<file path="src/rtl/adc_control_pkg.sv">
// Shared types and constants for the serial ADC controller: FSM states,
// frame geometry and the slots that carry the channel address on DIN.
package adc_control_pkg;

    typedef enum logic [1:0] {
        IDLE = 2'd0,
        CONV = 2'd1,
        GAP  = 2'd2
    } state_t;

    localparam int FRAME_BITS        = 16;
    localparam int DATA_BITS         = 12;
    localparam int CH_BITS           = 3;
    localparam int SCLK_HALF_DEFAULT = 10;

    // CH_BIT_POS[i] is the SCLK bit slot that carries ch[i] (ch[2] goes first).
    localparam logic [CH_BITS-1:0][3:0] CH_BIT_POS = {4'd2, 4'd3, 4'd4};

    function automatic logic din_for_bit(input logic [3:0] bit_idx,
                                         input logic [CH_BITS-1:0] ch);
        logic b;
        b = 1'b0;
        for (int i = 0; i < CH_BITS; i++) begin
            if (bit_idx == CH_BIT_POS[i]) b = ch[i];
        end
        return b;
    endfunction

endpackage

</file>
<file path="src/rtl/adc_control_if.sv">
// Serial link between the controller (master) and the ADC (slave).
interface adc_control_if;
    logic oCS_n;
    logic oSCLK;
    logic oDIN;
    logic iDOUT;

    modport master (output oCS_n, output oSCLK, output oDIN, input iDOUT);
    modport slave  (input oCS_n, input oSCLK, input oDIN, output iDOUT);
endinterface

</file>
<file path="src/rtl/adc_sclk_gen.sv">
// SCLK generator: SCLK_HALF cycles low then SCLK_HALF cycles high while run is
// set; fall/rise strobe the cycle before the registered SCLK changes level.
module adc_sclk_gen
    import adc_control_pkg::*;
#(
    parameter int SCLK_HALF = SCLK_HALF_DEFAULT
) (
    input  logic iCLK,
    input  logic iRST,
    input  logic start,
    input  logic run,
    input  logic stop,
    output logic sclk,
    output logic fall,
    output logic rise
);

    localparam int CW = $clog2(SCLK_HALF);

    logic [CW-1:0] half_cnt;
    logic          half_end;

    assign half_end = (half_cnt == CW'(SCLK_HALF - 1));
    assign rise     = run && half_end && !sclk;
    assign fall     = run && half_end && sclk;

    // NOTE: registered state uses non-blocking assignments so every flop samples pre-edge values.
    always_ff @(posedge iCLK or posedge iRST) begin
        if (iRST) begin
            sclk     <= 1'b1;
            half_cnt <= '0;
        end else if (start) begin
            sclk     <= 1'b0;
            half_cnt <= '0;
        end else if (stop || !run) begin
            sclk     <= 1'b1;
            half_cnt <= '0;
        end else if (half_end) begin
            sclk     <= ~sclk;
            half_cnt <= '0;
        end else begin
            half_cnt <= half_cnt + 1'b1;
        end
    end

endmodule

</file>
<file path="src/rtl/adc_control.sv">
// Continuous-conversion controller for a 16-clock serial ADC frame: sends the
// channel address on DIN, captures DOUT and publishes the 12-bit result.
module adc_control
    import adc_control_pkg::*;
#(
    parameter int SCLK_HALF = SCLK_HALF_DEFAULT
) (
    input  logic                 iCLK,
    input  logic                 iRST,
    input  logic                 iGO,
    input  logic [CH_BITS-1:0]   iCH,
    adc_control_if.master        adc,
    output logic [DATA_BITS-1:0] odata,
    output logic                 en_data
);

    localparam int GW = $clog2(2 * SCLK_HALF);

    state_t                state_q, state_d;
    logic                  cs_n_q, cs_n_d;
    logic                  din_q, din_d;
    logic [CH_BITS-1:0]    ch_reg;
    logic [3:0]            bit_cnt;
    logic [GW-1:0]         gap_cnt;
    logic [FRAME_BITS-1:0] shift;
    logic                  sclk, fall, rise;
    logic                  in_conv, start, frame_end, gap_end;

    assign in_conv   = (state_q == CONV);
    assign start     = (state_q == IDLE) && iGO;
    assign frame_end = in_conv && fall && (bit_cnt == 4'(FRAME_BITS - 1));
    assign gap_end   = (state_q == GAP) && (gap_cnt == GW'(2 * SCLK_HALF - 1));

    adc_sclk_gen #(.SCLK_HALF(SCLK_HALF)) u_sclk (
        .iCLK  (iCLK),
        .iRST  (iRST),
        .start (start),
        .run   (in_conv),
        .stop  (frame_end),
        .sclk  (sclk),
        .fall  (fall),
        .rise  (rise)
    );

    always_ff @(posedge iCLK or posedge iRST) begin
        if (iRST) begin
            state_q <= IDLE;
            cs_n_q  <= 1'b1;
            din_q   <= 1'b0;
        end else begin
            state_q <= state_d;
            cs_n_q  <= cs_n_d;
            din_q   <= din_d;
        end
    end

    // NOTE: every signal assigned in always_comb gets a default first, so no latch is inferred.
    always_comb begin
        state_d = state_q;
        unique case (state_q)
            IDLE:    if (iGO) state_d = CONV;
            CONV:    if (frame_end) state_d = GAP;
            GAP:     if (gap_end) state_d = IDLE;
            default: state_d = IDLE;
        endcase
    end

    // DIN changes together with each SCLK fall; bit 0 never carries address.
    always_comb begin
        cs_n_d = (state_d != CONV);
        din_d  = din_q;
        if (state_d != CONV || start) din_d = 1'b0;
        else if (fall)                din_d = din_for_bit(bit_cnt + 4'd1, ch_reg);
    end

    always_ff @(posedge iCLK or posedge iRST) begin
        if (iRST) begin
            ch_reg  <= '0;
            bit_cnt <= '0;
            gap_cnt <= '0;
            shift   <= '0;
            odata   <= '0;
            en_data <= 1'b0;
        end else begin
            en_data <= frame_end;
            if (frame_end) odata <= shift[DATA_BITS-1:0];

            if (start) begin
                ch_reg  <= iCH;
                bit_cnt <= '0;
            end else if (in_conv && fall) begin
                bit_cnt <= bit_cnt + 4'd1;
            end

            if (in_conv && rise) shift <= {shift[FRAME_BITS-2:0], adc.iDOUT};

            if (state_q == GAP) gap_cnt <= gap_cnt + 1'b1;
            else                gap_cnt <= '0;
        end
    end

    assign adc.oCS_n = cs_n_q;
    assign adc.oSCLK = sclk;
    assign adc.oDIN  = din_q;

endmodule

</file>
<file path="src/flat_wrapper.sv">
// flat-port wrapper written by rule: the top's interface ports become plain ports
module adc_control_flat import adc_control_pkg::*;
#(
    parameter int SCLK_HALF = SCLK_HALF_DEFAULT
)
  (iCLK, iRST, iGO, iCH, odata, en_data, adc_oCS_n, adc_oSCLK, adc_oDIN, adc_iDOUT);
  adc_control_if adc_i ();
  input  logic iCLK;
  input  logic iRST;
  input  logic iGO;
  input  logic [CH_BITS-1:0] iCH;
  output logic [DATA_BITS-1:0] odata;
  output logic en_data;
  output wire logic [$bits(adc_i.oCS_n)-1:0] adc_oCS_n;
  output wire logic [$bits(adc_i.oSCLK)-1:0] adc_oSCLK;
  output wire logic [$bits(adc_i.oDIN)-1:0] adc_oDIN;
  input wire logic [$bits(adc_i.iDOUT)-1:0] adc_iDOUT;
  assign adc_oCS_n = adc_i.oCS_n;
  assign adc_oSCLK = adc_i.oSCLK;
  assign adc_oDIN = adc_i.oDIN;
  assign adc_i.iDOUT = adc_iDOUT;
  adc_control #(.SCLK_HALF(SCLK_HALF)) u_core (.iCLK(iCLK), .iRST(iRST), .iGO(iGO), .iCH(iCH), .adc(adc_i), .odata(odata), .en_data(en_data));
endmodule
</file>
<file path="config.mk">
export PLATFORM = sky130hd
export DESIGN_NAME = adc_control_flat
export DESIGN_NICKNAME = d
export VERILOG_FILES = /design/src/rtl/adc_control_pkg.sv /design/src/rtl/adc_control_if.sv /design/src/rtl/adc_sclk_gen.sv /design/src/rtl/adc_control.sv /design/src/flat_wrapper.sv
export SDC_FILE = /design/constraint.sdc
export NUM_CORES = 1
export LEC_CHECK = 0
export ABC_AREA = 0
export BUFFER_PORTS_ARGS = -buffer_cell sky130_fd_sc_hd__clkbuf_2
export CORE_UTILIZATION = 40
export CTS_CLUSTER_DIAMETER = 120
export DETAILED_ROUTE_END_ITERATION = 12
export GPL_ROUTABILITY_DRIVEN = 0
export PLACE_DENSITY_LB_ADDON = 0.25
export SYNTH_ARGS = -nofsm -noshare
export SYNTH_HDL_FRONTEND = slang
export SYNTH_SLANG_ARGS = --single-unit
</file>
<file path="constraint.sdc">
create_clock -name iCLK -period 2.75 [get_ports iCLK]
set_input_delay 0.1375 -clock iCLK [delete_from_list [all_inputs] [get_ports iCLK]]
set_output_delay 0.1375 -clock iCLK [all_outputs]
set_load 0.02 [all_outputs]
</file>
Word-level counts from Yosys, hierarchy flattened
Index checks and enable logic that the tools add are counted.
- eq/ne operators: 9
- $add $sub $neg: 3
- bitwise gates (word level): 1
- reductions and logical operators: 16
- mux-type cells: 18
- operators with widths (operator ; number):
    2-to-1 mux 4 bit ; 5
    adder 4 x 1 -> 4 bit, second input constant ; 2
    equality test 4 x 2 -> 1 bit, second input constant ; 2
    equality test 4 bit, second input constant ; 2
    logical AND 1 bit ; 8
    2-to-1 mux 1 bit ; 8
    2-to-1 mux 2 bit ; 3
    case mux 2 bit (3 select lines) ; 1
    adder 5 x 1 -> 5 bit, second input constant ; 1
    equality test 5 bit, second input constant ; 1
    2-to-1 mux 5 bit ; 1
    equality test 4 x 3 -> 1 bit, second input constant ; 1
    nonzero test 2 bit ; 2
    nonzero test 3 bit ; 1
    equality test 2 x 1 -> 1 bit, second input constant ; 1
    equality test 2 bit, second input constant ; 1
    logical NOT 1 bit ; 2
    logical NOT 2 bit ; 1
    logical OR 1 bit ; 2
    != test 2 x 1 -> 1 bit, second input constant ; 1
    NOT 1 bit ; 1
- register bits after elaboration: 46
- input bits: 7
- output and inout port bits: 16
- word-level logic and storage cells: 58

Logic depth before layout (Yosys ltp)
- word-level depth: 10
- mapped depth: 7
- gate-level depth less buffers: 6

Modules after synthesis
A second synthesis with hierarchy kept.
- cell total of the unflattened synthesis: 148
- area, all modules: 1998.2 um2
- modules (own cells, without submodules) (module ; area each (um2) ; cells an instance ; sequential area each (um2) ; times used):
    adc_control ; 1744.2 ; 124 ; 1027.2 ; 1
    adc_sclk_gen ; 254.0 ; 24 ; 126.4 ; 1

Worst setup path after synthesis
OpenSTA, ideal clock, no wires.
- path type: reg2reg
- start: reg u_core.u_sclk.sclk
- end: reg u_core.odata[0]
- clock period less this slack: 1.803 ns
- data arrival time: 1.679 ns
- cell stages (with the launch flop): 5
- path buffers: 1
- slack: 0.947 ns
- setup time: 0.125 ns
- required time: 2.625 ns
- path through: dfstp_2 nand3b_1 nor4_4 buf_6 mux2_2
- longest elaborated chain between the ends: 3
- RTL lines (element ; RTL line ; RTL):
    start: declaration ; adc_sclk_gen.sv:13 ; output logic sclk,
    start signal: assignment ; adc_sclk_gen.sv:39 ; sclk <= ~sclk;
    logical AND 1 bit ; adc_sclk_gen.sv:25 ; assign fall = run && half_end && sclk;
    logical AND 1 bit (2 in a row) ; adc_control.sv:31 ; assign frame_end = in_conv && fall && (bit_cnt == 4'(FRAME_BITS - 1));
    net u_core.frame_end ; adc_control.sv:27 ; logic in_conv, start, frame_end, gap_end;
    end signal: assignment ; adc_control.sv:86 ; if (frame_end) odata <= shift[DATA_BITS-1:0];
    end: declaration ; adc_control.sv:13 ; output logic [DATA_BITS-1:0] odata,
The timed path passes the listed nets, and every way through them passes these cells.
A chain may end at the register's enable or synchronous reset.

Worst setup path after layout
- start: reg u_core.bit_cnt[0]
- end: reg u_core.odata[8]
- longest elaborated chain between the ends: 2
- RTL lines (element ; RTL line ; RTL):
    start: declaration ; adc_control.sv:23 ; logic [3:0] bit_cnt;
    start signal: assignment ; adc_control.sv:92 ; bit_cnt <= bit_cnt + 4'd1;
    equality test 4 bit ; adc_control.sv:31 ;
    logical AND 1 bit ; adc_control.sv:31 ;
No other way between the ends.

==> results.ini <==
[floorplan]
start_util_pct = 41.6
die_area_mm2 = 0.00516
chipWidth_um = 71.8
die-height_um = 71.8
core_mm2 = 0.00469
row_count = 25
io_pins = 23

[route]
wl_per_cell_um = 13.4
drt_iter0_markers = 48
wirelength_um = 3160
viasPerCell = 5.14
firstDrtPassIters = 4
remaining_drc_errors = 0
postRouteAntennaNets = 0
vias = 1208

[synthesis]
synthAdderAreaFrac_pct = 3.85
synth_compound_area_share_pct = 3.78
synth_top_family_by_area = multiplexers
synth_flop_cell = dfrtp_1
synthArstFlopShare_pct = 100
ys_seq_elements = 46
synth_edf_count = 0
synthDistinctLibCells = 31
syn_avg_cell_area_um2 = 12.9
synthSimpleGateAreaFrac_pct = 12.6
syn_inst = 151
synth_xor_area_share_pct = 3.14
netlist_area_mm2 = 0.00195
syn-num-nets = 164
ys_warn_count = 0
seq_area_frac_synth_pct = 59.1
synthMuxAreaShare_pct = 14.4

[place]
dp_hpwl_um = 2290
place_area_mm2 = 0.00211
dp_slack_ns = 0.927
port_buffers = 22

[global_route]
grt_overflow = 0
grt_max_degree = 28
grt_use_total_pct = 14.1
antenna_found_initial = 0
first_global_vias = 1223
grt_pass1_wl_um = 5500

[sta]
rsz0062_at_grt = no
max_freq_mhz = 546
tightest_slew_ns = 0.681
drv_slew = 0
fin_crit_ns = 1.83
setup_viol = 0
finalCritPeriodShare_pct = 66.6
hold_ws_ns = 0.0291
relSlewSlack_pct = 54.3
timing_hold_violations_final = 0
tns_ns = 0
setup_ws_ns = 0.918
finClkSkew_ns = 0.00280

[layout]
n_antenna_cell = 0
n_fill_cell = 420
fin_nets = 193
drive_gt1_share_pct = 33.7
area_growth_pct = 14.5
reg_top3 = u_core.odata: 12 flops, u_core.shift: 12 flops, u_core.gap_cnt: 5 flops
final_area_mm2 = 0.00223

[power_and_ir_drop]
powerDensity_mw_per_mm2 = 535
leakage_nw = 1.09
ir_drop_mv = 0.275

[setup_path]
ff2ff_path_depth = 5
reg2reg_to = u_core.odata[8]
rrSetupSlack_ns = 0.92
crit_type = flip-flop to flip-flop
crit_path_max_fanout = 16
worst_setup_path_end_kind = flip-flop
cp-endpoint = u_core.odata[8]
worstPathRequired_ns = 2.94
worst_ep_arrival_time_ns = 2.02
r2r-start = u_core.bit_cnt[0]
cp-start-kind = flip-flop
crit_start = u_core.bit_cnt[0]

[clocking]
numCtsBuffers = 5
tritoncts = yes
cts-root-buf = clkbuf_8
cts_sinks = 46
cts_hold_buf = 1
cts.htree.levels = 2
clk_path_buf_depth = 2
path_clk_slew_ns = 0.08
clock_latency_ns = 0.29
cts.repair.resized = 0
cts_setup_buffers = 0

[run_status]
outcome = complete, no violations

[hold_path]
min_from = iCH[2]
min_path_type = input pin to flip-flop
worstHoldPathCells = 3

[flow_run]
drv_cap = 0

worst max-delay path, stage by stage, from the launching register on:
cell	delay [ns]
dfrtp_1	0.43
ha_1	0.26
inv_1	0.10
nor4_4	0.29
buf_4	0.28
mux2_2	0.36
routing by layer:
metal	vias to the layer above	wire (um)	track usage [%]
met3	4	144	5.06
met5	-	0	0
li1	571	-	-
met4	0	43	4.58
met1	611	1380	16.9
met2	22	1590	23.8
per-stage QoR:
| stage | power (mW) | util (%) | instances |
|---|---|---|---|
| 3_3_place_gp | 0.713 | 45.0 | 226 |
| 5_1_grt | 1.24 | 47.6 | 235 |
| 3_5_place_dp | 0.715 | 45.0 | 226 |
| 2_1_floorplan | 0.704 | - | 151 |
| 6_report | 1.19 | 47.6 | 235 |
| 4_1_cts | 1.21 | 47.6 | 235 |
cells in the mapped netlist, types with 3 or more instances:
master   count  share of area, %
inv_1        8               1.5
mux2_2      24                14
nand3_1      8               2.1
o21ai_0      4               1.0
ha_1         6               3.8
nand2_1     11               2.1
xor2_1       4               1.8
nor2_1      12               2.3
a21oi_1      3              0.77
dfrtp_1     44                56
xnor2_1      3               1.3
layout by cell type, fill, tap and decap left out, types with 3 or more instances in the layout:
cell      Yosys  final
nor2_1       12     12
ha_1          6      6
nand2_1      11     11
a21oi_1       3      3
dfrtp_1      44     44
o21ai_0       4      4
xnor2_1       3      3
xor2_1        4      4
clkbuf_2      0     22
inv_1         8      7
nand3_1       8      8
mux2_2       24     24
clkbuf_8      1      5
where the power goes:
| group | internal [mW] | total, mW | leakage (nW) | switching [mW] |
|---|---|---|---|---|
| logic | 0.00661 | 0.0209 | 0.442 | 0.0143 |
| registers | 0.678 | 0.679 | 0.594 | 0.00135 |
| clock network | 0.271 | 0.494 | 0.0514 | 0.222 |
final cells by class:
cell class,count,area [um2],area share (%)
flip-flops and latches,46,1150,51.7
well taps,54,67.6,3.03
clock inverters,2,37.5,1.68
inverters,8,30.0,1.34
multi-input cells,94,737,33.0
clock buffers,6,72.6,3.25
repair buffers,25,135,6.05
cells by family after synthesis:
logic type	after synthesis
XOR/XNOR	7
AO/OA/AOI/OAI	12
adder cells (fa/ha/maj)	6
buffers and inverters	11
flip-flops	46
multiplexers	25
AND/OR/NAND/NOR	44
worst min-delay path by stage:
stage | endpoint | slack [ns]
after floorplan | u_core.ch_reg[1] | 0.24
after global placement | u_core.odata[2] | 0.15
after CTS | u_core.ch_reg[2] | 0.03
after global routing | u_core.ch_reg[1] | 0.05
final | u_core.ch_reg[2] | 0.03
after detailed placement | u_core.gap_cnt[1] | 0.17
(Power assumes the default switching activity.)
